===== src/rtl/dreg_serial_loader.sv =====
// Serial-to-parallel front end for the D register: start bit + WIDTH data bits, one-cycle en.
// Optional even-parity check is enabled by defining PARITY_CHECK_EN.
`timescale 1ns/1ps

module dreg_serial_loader #(
    parameter int unsigned WIDTH     = 4,
    parameter int unsigned MSB_FIRST = 1,
    parameter int unsigned TIMEOUT   = 15
) (
    input  logic             clk,
    input  logic             rest,
    input  logic             sin_valid,
    input  logic             sin_bit,
    output logic [WIDTH-1:0] D_out,
    output logic             en,
    output logic             busy,
    output logic             abort,
    output logic             par_err
);

`ifdef PARITY_CHECK_EN
    localparam int unsigned NumBits = WIDTH + 1;
`else
    localparam int unsigned NumBits = WIDTH;
`endif
    localparam int unsigned CntW = $clog2(WIDTH + 2);
    localparam int unsigned TmoW = $clog2(TIMEOUT + 1);
    localparam logic [CntW-1:0] LastCnt = CntW'(NumBits - 1);
    localparam logic [CntW-1:0] DataCnt = CntW'(WIDTH);
    localparam logic [TmoW-1:0] TmoLast = TmoW'(TIMEOUT - 1);
    localparam logic [TmoW-1:0] TmoMax  = TmoW'(TIMEOUT);

    typedef enum logic [1:0] {StIdle, StShift, StLoad} state_e;

    state_e            state_q, state_d;
    logic [WIDTH-1:0]  sr_q;
    logic [WIDTH-1:0]  sr_shift;
    logic [WIDTH-1:0]  word;
    logic [WIDTH-1:0]  d_q;
    logic [CntW-1:0]   bit_cnt_q;
    logic [TmoW-1:0]   tmo_cnt_q;
    logic              abort_q;
    logic              start;
    logic              last_bit;
    logic              tmo_hit;
    logic              frame_ok;

    always_comb begin
        start    = (state_q == StIdle) && sin_valid && !sin_bit;
        last_bit = (state_q == StShift) && sin_valid && (bit_cnt_q == LastCnt);
        // The TIMEOUT-th consecutive empty cycle is the one that aborts.
        tmo_hit  = (state_q == StShift) && !sin_valid && (tmo_cnt_q >= TmoLast);
    end

    always_comb begin
        if (MSB_FIRST != 0) begin
            sr_shift = (sr_q << 1) | WIDTH'(sin_bit);
        end else begin
            sr_shift = (sr_q >> 1) | (WIDTH'(sin_bit) << (WIDTH - 1));
        end
    end

`ifdef PARITY_CHECK_EN
    logic par_q;
    logic par_err_q;

    // Final bit is the parity bit, so the data word is already complete in sr_q.
    always_comb begin
        frame_ok = ~(par_q ^ sin_bit);
        word     = sr_q;
        par_err  = par_err_q;
    end

    always_ff @(posedge clk or posedge rest) begin
        if (rest) begin
            par_q     <= 1'b0;
            par_err_q <= 1'b0;
        end else begin
            par_err_q <= last_bit && !frame_ok;
            if (start) begin
                par_q <= 1'b0;
            end else if ((state_q == StShift) && sin_valid && (bit_cnt_q < DataCnt)) begin
                par_q <= par_q ^ sin_bit;
            end
        end
    end
`else
    always_comb begin
        frame_ok = 1'b1;
        word     = sr_shift;
        par_err  = 1'b0;
    end
`endif

    // State register.
    always_ff @(posedge clk or posedge rest) begin
        if (rest) begin
            state_q <= StIdle;
        end else begin
            state_q <= state_d;
        end
    end

    // Next-state logic.
    always_comb begin
        state_d = state_q;
        case (state_q)
            StIdle: begin
                if (start) begin
                    state_d = StShift;
                end
            end
            StShift: begin
                if (last_bit) begin
                    state_d = frame_ok ? StLoad : StIdle;
                end else if (tmo_hit) begin
                    state_d = StIdle;
                end
            end
            StLoad:  state_d = StIdle;
            default: state_d = StIdle;
        endcase
    end

    // Outputs are all decoded from registers.
    always_comb begin
        en    = (state_q == StLoad);
        busy  = (state_q != StIdle);
        abort = abort_q;
        D_out = d_q;
    end

    always_ff @(posedge clk or posedge rest) begin
        if (rest) begin
            sr_q      <= '0;
            d_q       <= '0;
            bit_cnt_q <= '0;
            tmo_cnt_q <= '0;
            abort_q   <= 1'b0;
        end else begin
            abort_q <= tmo_hit;
            if (start) begin
                sr_q      <= '0;
                bit_cnt_q <= '0;
                tmo_cnt_q <= '0;
            end else if (state_q == StShift) begin
                if (sin_valid) begin
                    bit_cnt_q <= bit_cnt_q + CntW'(1);
                    tmo_cnt_q <= '0;
                    if (bit_cnt_q < DataCnt) begin
                        sr_q <= sr_shift;
                    end
                end else if (tmo_cnt_q != TmoMax) begin
                    tmo_cnt_q <= tmo_cnt_q + TmoW'(1);
                end
            end
            if (last_bit && frame_ok) begin
                d_q <= word;
            end
        end
    end

    en_abort_excl: assert property (@(posedge clk) disable iff (rest) !(en && abort));
    en_single:     assert property (@(posedge clk) disable iff (rest) en |=> !en);

endmodule


===== config.mk =====
export PLATFORM = sky130hd
export DESIGN_NAME = dreg_serial_loader
export DESIGN_NICKNAME = d
export VERILOG_FILES = /design/src/rtl/dreg_serial_loader.sv
export SDC_FILE = /design/constraint.sdc
export NUM_CORES = 1
export LEC_CHECK = 0
export CELL_PAD_IN_SITES_DETAIL_PLACEMENT = 0
export CELL_PAD_IN_SITES_GLOBAL_PLACEMENT = 1
export CORE_MARGIN = 3
export CORE_UTILIZATION = 46
export CTS_BUF_LIST = sky130_fd_sc_hd__clkbuf_2 sky130_fd_sc_hd__clkbuf_4 sky130_fd_sc_hd__clkbuf_8
export DETAILED_ROUTE_END_ITERATION = 8
export PLACE_DENSITY = 0.92
export SLEW_MARGIN = 30
export SYNTH_ARGS = -nofsm -noshare
export SYNTH_HDL_FRONTEND = slang
export SYNTH_SLANG_ARGS = --single-unit
export TNS_END_PERCENT = 5

===== constraint.sdc =====
create_clock -name clk -period 3.05 [get_ports clk]
set_input_delay 0.61 -clock clk [delete_from_list [all_inputs] [get_ports clk]]
set_output_delay 0.61 -clock clk [all_outputs]
set_load 0.03 [all_outputs]

==> flow_summary.yaml, run 1 <==
outcome:
  status: "finished clean"
setup_path:
  cp_max_fo: 11
  arrival_ns: 1.77
  cp-end-kind: "output pin"
  path_class: "reg2out"
  cp-start-kind: "flop"
  cp.required_ns: 2.44
clock_network:
  clk_pin_slew_ns: 0.09
  cts_tree: "built"
  ctsHoldBuffers: 0
  cts_root_buffer: "clkbuf_4"
  clock-sinks: 17
  post_cts_resized: 0
  post-cts-setup-buffer-count: 0
  htreeDepth: 1
  insertion_delay_ns: 0.29
  cts_made_buffers: 3
  clock_path_buffers: 2
synth:
  synthFlopType: "dfrtp_1"
  syn_inst: 83
  ys_seq_area_share_pct: 50.7
  ys.warnings.count: 0
  yosysTopAreaCellShare_pct: 50.7
  synthArstFlopShare_pct: 100
  synth_area_leaders: "dfrtp_1 51%, nand2_1 6.7%, ha_1 6.0%"
  synth_area_um2: 840
  synth_nets: 91
  synth_edf_count: 0
  yosysTopAreaCell: "dfrtp_1"
  ys_seq_elements: 17
  syn_avg_cell_area_um2: 10.1
  ys_types: 26
routing:
  drtIter0Drc: 14
  via_count: 642
  via_per_inst: 5.39
  wirelength_um: 1540
  antenna_violating_nets_post_route: 0
  first_pass_iters: 4
  wl_per_cell_um: 13.0
  drc: 0
hold_path:
  min_path_type: "reg2reg"
flow_run:
  cap_violations: 0
power:
  power.density_mw_per_mm2: 904
  ir_drop_v: 0.000411
  total_power_uw: 890
  p_leak_uw: 0.000458
place:
  dp_hpwl_um: 1190
  place.port_buffers: 10
  gp_congestion: 0.696
sta:
  hold_violations: 0
  period_share_pct: 78.1
  finalMaxSlewViolations: 0
  fmax_ghz: 0.420
  worst_pin_slew_ns: 0.611
  fin_skew_ns: 0.00109
  fin_crit_ns: 2.38
  fin_setup_tns_ns: 0
  finalSetupViolCount: 0
  rsz0062_at_grt: "no"
  maxSlewHeadroom_pct: 59.3
global_routing:
  grt_max_degree: 18
  track_usage_pct: 14.5
  grt_pass1_vias: 579
  antenna_found_initial: 0
  grt_overflow: 0
  grt_pass1_wl_um: 2690
finish:
  nets: 104
  area_growth_pct: 17.3
  drive_above_1_share_pct: 11.6
  diodes: 0
  layout_common_cells: "17 x dfrtp_1, 15 x nand2_1, 10 x clkdlybuf4s50_1"
  fillerInstances: 152
  final_common_cell: "dfrtp_1"
die:
  rows: 14
  die_h_um: 48.7
  io_pins: 12
  start_util_pct: 52.1
  die_area_mm2: 0.00237
  die_x_um: 48.7
  core_mm2: 0.00161
[per-layer routing]
layer  global-route usage (%)  share of wire [%]
met4                     2.84               0.65
met3                     6.13                6.4
met2                     20.6                 43
met5                        0                  0
met1                     20.5                 50
[through the flow]
stage	std cells	worst slack (ns)	util, %	hold slack, ns	cell area (um^2)
floorplan	83	1.50	-	0.442	840
global placement	115	0.956	59.4	0.464	957
detailed placement	115	0.920	59.4	0.477	957
CTS	119	0.665	61.1	0.499	985
global route	119	0.522	61.1	0.532	985
finish	119	0.669	61.1	0.495	985
[cells in the mapped netlist, types with 2 or more instances]
library cell / instances
nand3_1: 2
dfrtp_1: 17
and2b_1: 2
mux2_2: 3
inv_1: 8
o21ai_0: 7
o21bai_1: 2
o21ai_2: 3
a22o_1: 3
nor2_1: 2
nand2_1: 15
o311a_1: 2
ha_1: 4
[final timing paths]
check,from,endpoint,slack (ns),cells past startpoint
setup / recovery,state_q[0],busy,0.67,3
setup reg to reg,bit_cnt_q[0],D_out[3],1.52,4
hold reg to reg,D_out[0],D_out[0],0.50,2
hold / removal,D_out[0],D_out[0],0.50,2
min in group asynchronous,rest,tmo_cnt_q[0],0.68,2
max in group asynchronous,rest,tmo_cnt_q[3],1.97,2
[worst max-delay path, stage by stage, from the launching register on]
cell             delay (ns)
dfrtp_1                0.58
inv_1                  0.15
nand2_1                0.09
clkdlybuf4s50_1        0.66
[cells by family (layout without fill, tap and decap cells)]
kind of cell / after synthesis / count (layout) / synth area share [%]
buf+inv: 10 / 22 / 5.07
compound gates: 23 / 23 / 19.8
flops: 17 / 17 / 50.7
other cells: 1 / 1 / 0.447
mux: 3 / 3 / 4.02
simple gates: 25 / 25 / 14.0
fa+ha+maj: 4 / 4 / 5.96
[state kept, by name, summed over array words and instances (netlist names)]
name	count
state_q	2
bit_cnt_q	3
sr_q	3
tmo_cnt_q	4
abort	1
D_out	4
[layout make-up]
class / count / area, um^2 / area share (%)
clock buffers: 3 / 22.5 / 2.29
multi-input cells: 56 / 372 / 37.7
well taps: 24 / 30.0 / 3.05
clock inverters: 1 / 5.00 / 0.508
repair buffers: 10 / 100 / 10.2
flip-flops and latches: 17 / 425 / 43.2
inverters: 8 / 30.0 / 3.05
[power breakdown]
part | internal (uW) | switching, uW | total, uW
clock | 48.8 | 68.9 | 118
combinational | 168 | 190 | 358
sequential | 312 | 102 | 414
total | 529 | 361 | 890
Note: power is estimated with default switching activity, not from simulation.
==> run 2: changes to the inputs <==
- CORE_UTILIZATION: 46 -> 38
- PLACE_DENSITY: 0.92 -> 0.82
- clock period: 3.05 -> 1.92 ns (I/O delays scaled with it)
==> run 2 against run 1 <==
Compared with the run above: critical path depth unchanged; final area rose by 4.2%; worst setup slack got worse by 0.49 ns; sequential share of layout area down 1.7 points; via count rose by 1.1%.
==> flow_summary.yaml, run 2 (synthesis results as in run 1) <==
die:
  start_util_pct: 41.5
  rows: 16
  io_pins: 12
  core_mm2: 0.00202
  die_x_um: 53.0
  die_area_mm2: 0.00281
  die_h_um: 53.0
global_routing:
  grt_overflow: 0
  track_usage_pct: 14.4
  grt_pass1_vias: 610
  grt_max_degree: 18
  antenna_found_initial: 0
  grt_pass1_wl_um: 2750
clock_network:
  cts_root_buffer: "clkbuf_4"
  cts_made_buffers: 3
  insertion_delay_ns: 0.30
  cts_tree: "built"
  ctsHoldBuffers: 0
  post_cts_resized: 2
  post-cts-setup-buffer-count: 0
  clock_path_buffers: 2
  clk_pin_slew_ns: 0.10
  htreeDepth: 1
  clock-sinks: 17
routing:
  drtIter0Drc: 5
  antenna_violating_nets_post_route: 0
  wl_per_cell_um: 12.6
  drc: 0
  via_per_inst: 5.11
  first_pass_iters: 4
  wirelength_um: 1600
  via_count: 649
sta:
  finalSetupViolCount: 0
  fin_skew_ns: 0.00716
  hold_violations: 0
  maxSlewHeadroom_pct: 63.4
  setup_ws_ns: 0.180
  fin_setup_tns_ns: 0
  period_share_pct: 90.6
  rsz0062_at_grt: "no"
  fin_crit_ns: 1.74
  fmax_ghz: 0.575
  finalMaxSlewViolations: 0
  worst_pin_slew_ns: 0.546
outcome:
  status: "finished clean"
setup_path:
  cp.required_ns: 1.54
  reg2regPathDepth: 5
  slowest_delay_ns: 0.41
  crit_buf_inv: 2
  arrival_ns: 1.36
  cp.depth: 3
  startpoint: "state_q[1]"
  cp_slowest_cell: "dfrtp_1"
  r2r-start: "bit_cnt_q[0]"
  cp-end-kind: "output pin"
  path_class: "reg2out"
  crit_chain: "inv_1 -> nor2_1 -> dlygate4sd2_1"
  critPathTopFamily: "buffers and inverters"
  cp_max_fo: 5
  cp-start-kind: "flop"
finish:
  area_growth_pct: 22.2
  nets: 109
  drive_above_1_share_pct: 16.0
  layout_common_cells: "17 x dfrtp_1, 15 x nand2_1, 8 x inv_1, 8 x clkdlybuf4s50_1, 7 x o21ai_0"
  fin_util_pct: 50.7
  final_common_cell: "dfrtp_1"
  diodes: 0
hold_path:
  min_path_type: "in2async"
power:
  power.density_mw_per_mm2: 1400
  p_leak_uw: 0.000487
  ir_drop_v: 0.000728
flow_run:
  cap_violations: 0
place:
  gp_congestion: 0.713
  place.port_buffers: 10
  dp_hpwl_um: 1200
  preCtsSetupSlack_ns: 0.110
[run 2: cell types whose count changed in the layout (fill, tap and decap cells not counted), sizes merged]
| cell | delta |
|---|---|
| dlygate4sd2 | +2 |
| buf | +5 |
| clkbuf | +1 |
| clkinv | -1 |
| clkdlybuf4s50 | -2 |
[run 2: per-stage QoR]
| stage | total power [uW] | hold WS [ns] | instances | instance area (um^2) |
|---|---|---|---|---|
| floorplan | 1040 | 0.310 | 83 | 840 |
| global placement | 1230 | 0.463 | 123 | 998 |
| detailed placement | 1260 | 0.465 | 123 | 998 |
| CTS | 1460 | 0.391 | 127 | 1030 |
| global route | 1550 | 0.419 | 127 | 1030 |
| finish | 1440 | 0.384 | 127 | 1030 |
[run 2: worst reg2reg max path: stages (launching register included)]
cell and delay [ns]:
dfrtp_1 0.40, ha_1 0.20, ha_1 0.19, nand4_1 0.09
buf_4 0.16, mux2_2 0.34
[run 2: path summary, 6_finish.rpt]
kind | endpoint | slack (ns)
max in group asynchronous | bit_cnt_q[0] | 1.34
setup / recovery | en | 0.18
hold / removal | tmo_cnt_q[3] | 0.38
hold reg to reg | D_out[0] | 0.50
min in group clk | D_out[0] | 0.50
setup reg to reg | D_out[1] | 0.45
[run 2: where the power goes]
| part | leakage (uW) | switching [uW] | internal, uW |
|---|---|---|---|
| Combinational | 0.000249 | 322 | 277 |
| Sequential | 0.000220 | 134 | 496 |
| Clock | 0.0000184 | 115 | 95.1 |
[run 2: layer usage]
metal  wire length (um)  global-route usage, %  vias to the layer above
li1                   -                      -                      322
met2                788                   21.7                        6
met5                  0                      0                        -
met4                 31                   10.2                        0
met3                 37                   3.38                        4
met1                745                   18.0                      317
[run 2: cell type report]
class | instances | area (um^2)
clock buffer | 4 | 30.0
fill | 196 | 996
inverter | 8 | 30.0
multi-input combinational | 56 | 372
sequential | 17 | 425
tap | 27 | 33.8
timing repair buffer | 15 | 135
==> run 3: changes to the inputs <==
- GPL_TIMING_DRIVEN: not set -> 0
- SKIP_LAST_GASP: not set -> 1
==> run 3 against run 2 <==
Compared with the run above: power fell by 3.3%; core utilization fell by 1.2 points; worst setup slack lost 0.12 ns; combinational power hardly changed; largest power group unchanged; non-clock buffer count shrank 3; worst hold slack gained 0.089 ns; sequential share of layout area grew 0.98 points; register-to-register slack got worse by 0.04 ns; largest cell class unchanged; count of clock-buffer cells in the layout shrank 1; final area down 2.3%.
==> flow_summary.yaml, run 3 (synthesis results as in run 1) <==
outcome:
  status: "finished clean"
flow_run:
  cap_violations: 0
sta:
  hold_violations: 0
  fin_crit_ns: 1.86
  finalSetupViolCount: 0
  finalMaxSlewViolations: 0
  fin_skew_ns: 0.00350
  fmax_ghz: 0.536
  maxSlewHeadroom_pct: 59.7
  rsz0062_at_grt: "yes"
  worst_pin_slew_ns: 0.605
  period_share_pct: 97.1
routing:
  via_per_inst: 5.10
  first_pass_iters: 4
  wl_per_cell_um: 11.8
  via_count: 633
  antenna_violating_nets_post_route: 0
  drtIter0Drc: 12
  wirelength_um: 1460
  drc: 0
power:
  total_power_uw: 1390
  p_leak_uw: 0.000486
  ir_drop_v: 0.000835
  power.density_mw_per_mm2: 1390
finish:
  nets: 106
  layout_common_cells: "17 x dfrtp_1, 15 x nand2_1, 8 x inv_1, 8 x clkdlybuf4s50_1, 7 x o21ai_0"
  multi_input_area_um2: 372
  fillerInstances: 201
  diodes: 0
  regArea_um2: 425
  fin_util_pct: 49.6
  area_growth_pct: 19.4
  final_common_cell: "dfrtp_1"
  drive_above_1_share_pct: 13.4
  instances_no_fill: 124
setup_path:
  arrival_ns: 1.48
  cp-start-kind: "flop"
  cp_slowest_cell: "dlygate4sd2_1"
  crit_chain: "buf_2 -> inv_1 -> nand2_1 -> dlygate4sd2_1"
  cp_max_fo: 10
  cp.required_ns: 1.54
  cp-end-kind: "output pin"
  slowest_delay_ns: 0.39
  path_class: "reg2out"
clock_network:
  clock-sinks: 17
  cts_tree: "built"
  htreeDepth: 1
  cts_root_buffer: "clkbuf_4"
  clk_pin_slew_ns: 0.09
  cts_made_buffers: 3
  insertion_delay_ns: 0.28
  post-cts-setup-buffer-count: 0
  clock_path_buffers: 2
place:
  gp_congestion: 0.714
  dp_hpwl_um: 1130
  place.port_buffers: 10
  dpl.cell_count: 120
global_routing:
  track_usage_pct: 13.0
  antenna_found_initial: 0
  grt_pass1_wl_um: 2640
  grt_pass1_vias: 610
  grt_max_degree: 18
  grt_overflow: 0
hold_path:
  min_path_type: "in2async"
die:
  die_h_um: 53.0
  io_pins: 12
  core_mm2: 0.00202
  die_x_um: 53.0
  die_area_mm2: 0.00281
  start_util_pct: 41.5
  rows: 16
==> run 3: cell types whose count changed in the layout (fill, tap and decap cells not counted) <==
cell,before,now
dlygate4sd2_1,2,1
clkinv_2,0,1
buf_2,0,1
clkbuf_4,4,3
dlymetal6s2s_1,0,1
buf_4,5,1
==> run 3: layout make-up <==
class	instances	area share, %
repair buffers	10	10.1
flip-flops and latches	17	42.4
inverters	8	3.00
clock inverters	1	0.499
plain buffers	2	1.25
multi-input cells	56	37.1
well taps	27	3.37
clock buffers	3	2.25
==> run 3: metrics by stage <==
step | hold slack (ns) | instance area, um^2 | TNS [ns] | setup slack [ns]
6_report | 0.473 | 1000 | 0 | 0.0550
5_1_grt | 0.508 | 1000 | -0.0508 | -0.0508
4_1_cts | 0.491 | 1000 | -0.137 | -0.137
3_5_place_dp | 0.474 | 973 | -0.114 | -0.0482
3_3_place_gp | 0.460 | 973 | -0.0983 | -0.0466
2_1_floorplan | 0.310 | 840 | 0 | 0.531
==> run 3: critical path: cells and delay by family (launching register included) <==
family,cells,cell delay [ns]
AND/OR/NAND/NOR,1,0.09
flip-flops,1,0.38
buffers and inverters,3,0.73
==> run 3: where the power goes <==
group	switching, uW	internal (uW)
Clock	99.6	77.4
Combinational	331	267
Sequential	123	497
==> run 3: repair_timing <==
action,4_1_cts,5_1_grt
resized for setup,1,1
hold endpoints to repair,0,0
endpoints found under the setup margin,2,2
hold buffers,0,0
==> run 3: worst paths after layout <==
path	cells past startpoint	slack (ns)	from	to
min in group clk	2	0.49	D_out[0]	D_out[0]
worst min-delay path	2	0.47	rest	D_out[1]
worst max register to register	4	0.41	bit_cnt_q[0]	D_out[3]
max in group asynchronous	2	1.05	rest	tmo_cnt_q[1]
worst min register to register	2	0.49	D_out[0]	D_out[0]
worst max-delay path	4	0.06	state_q[0]	busy
==> run 3: layer usage <==
metal	global-route usage, %	part of all wire [%]
met5	0	0
met3	4.51	5.1
met4	3.40	0.55
met1	17.6	49
met2	19.6	45
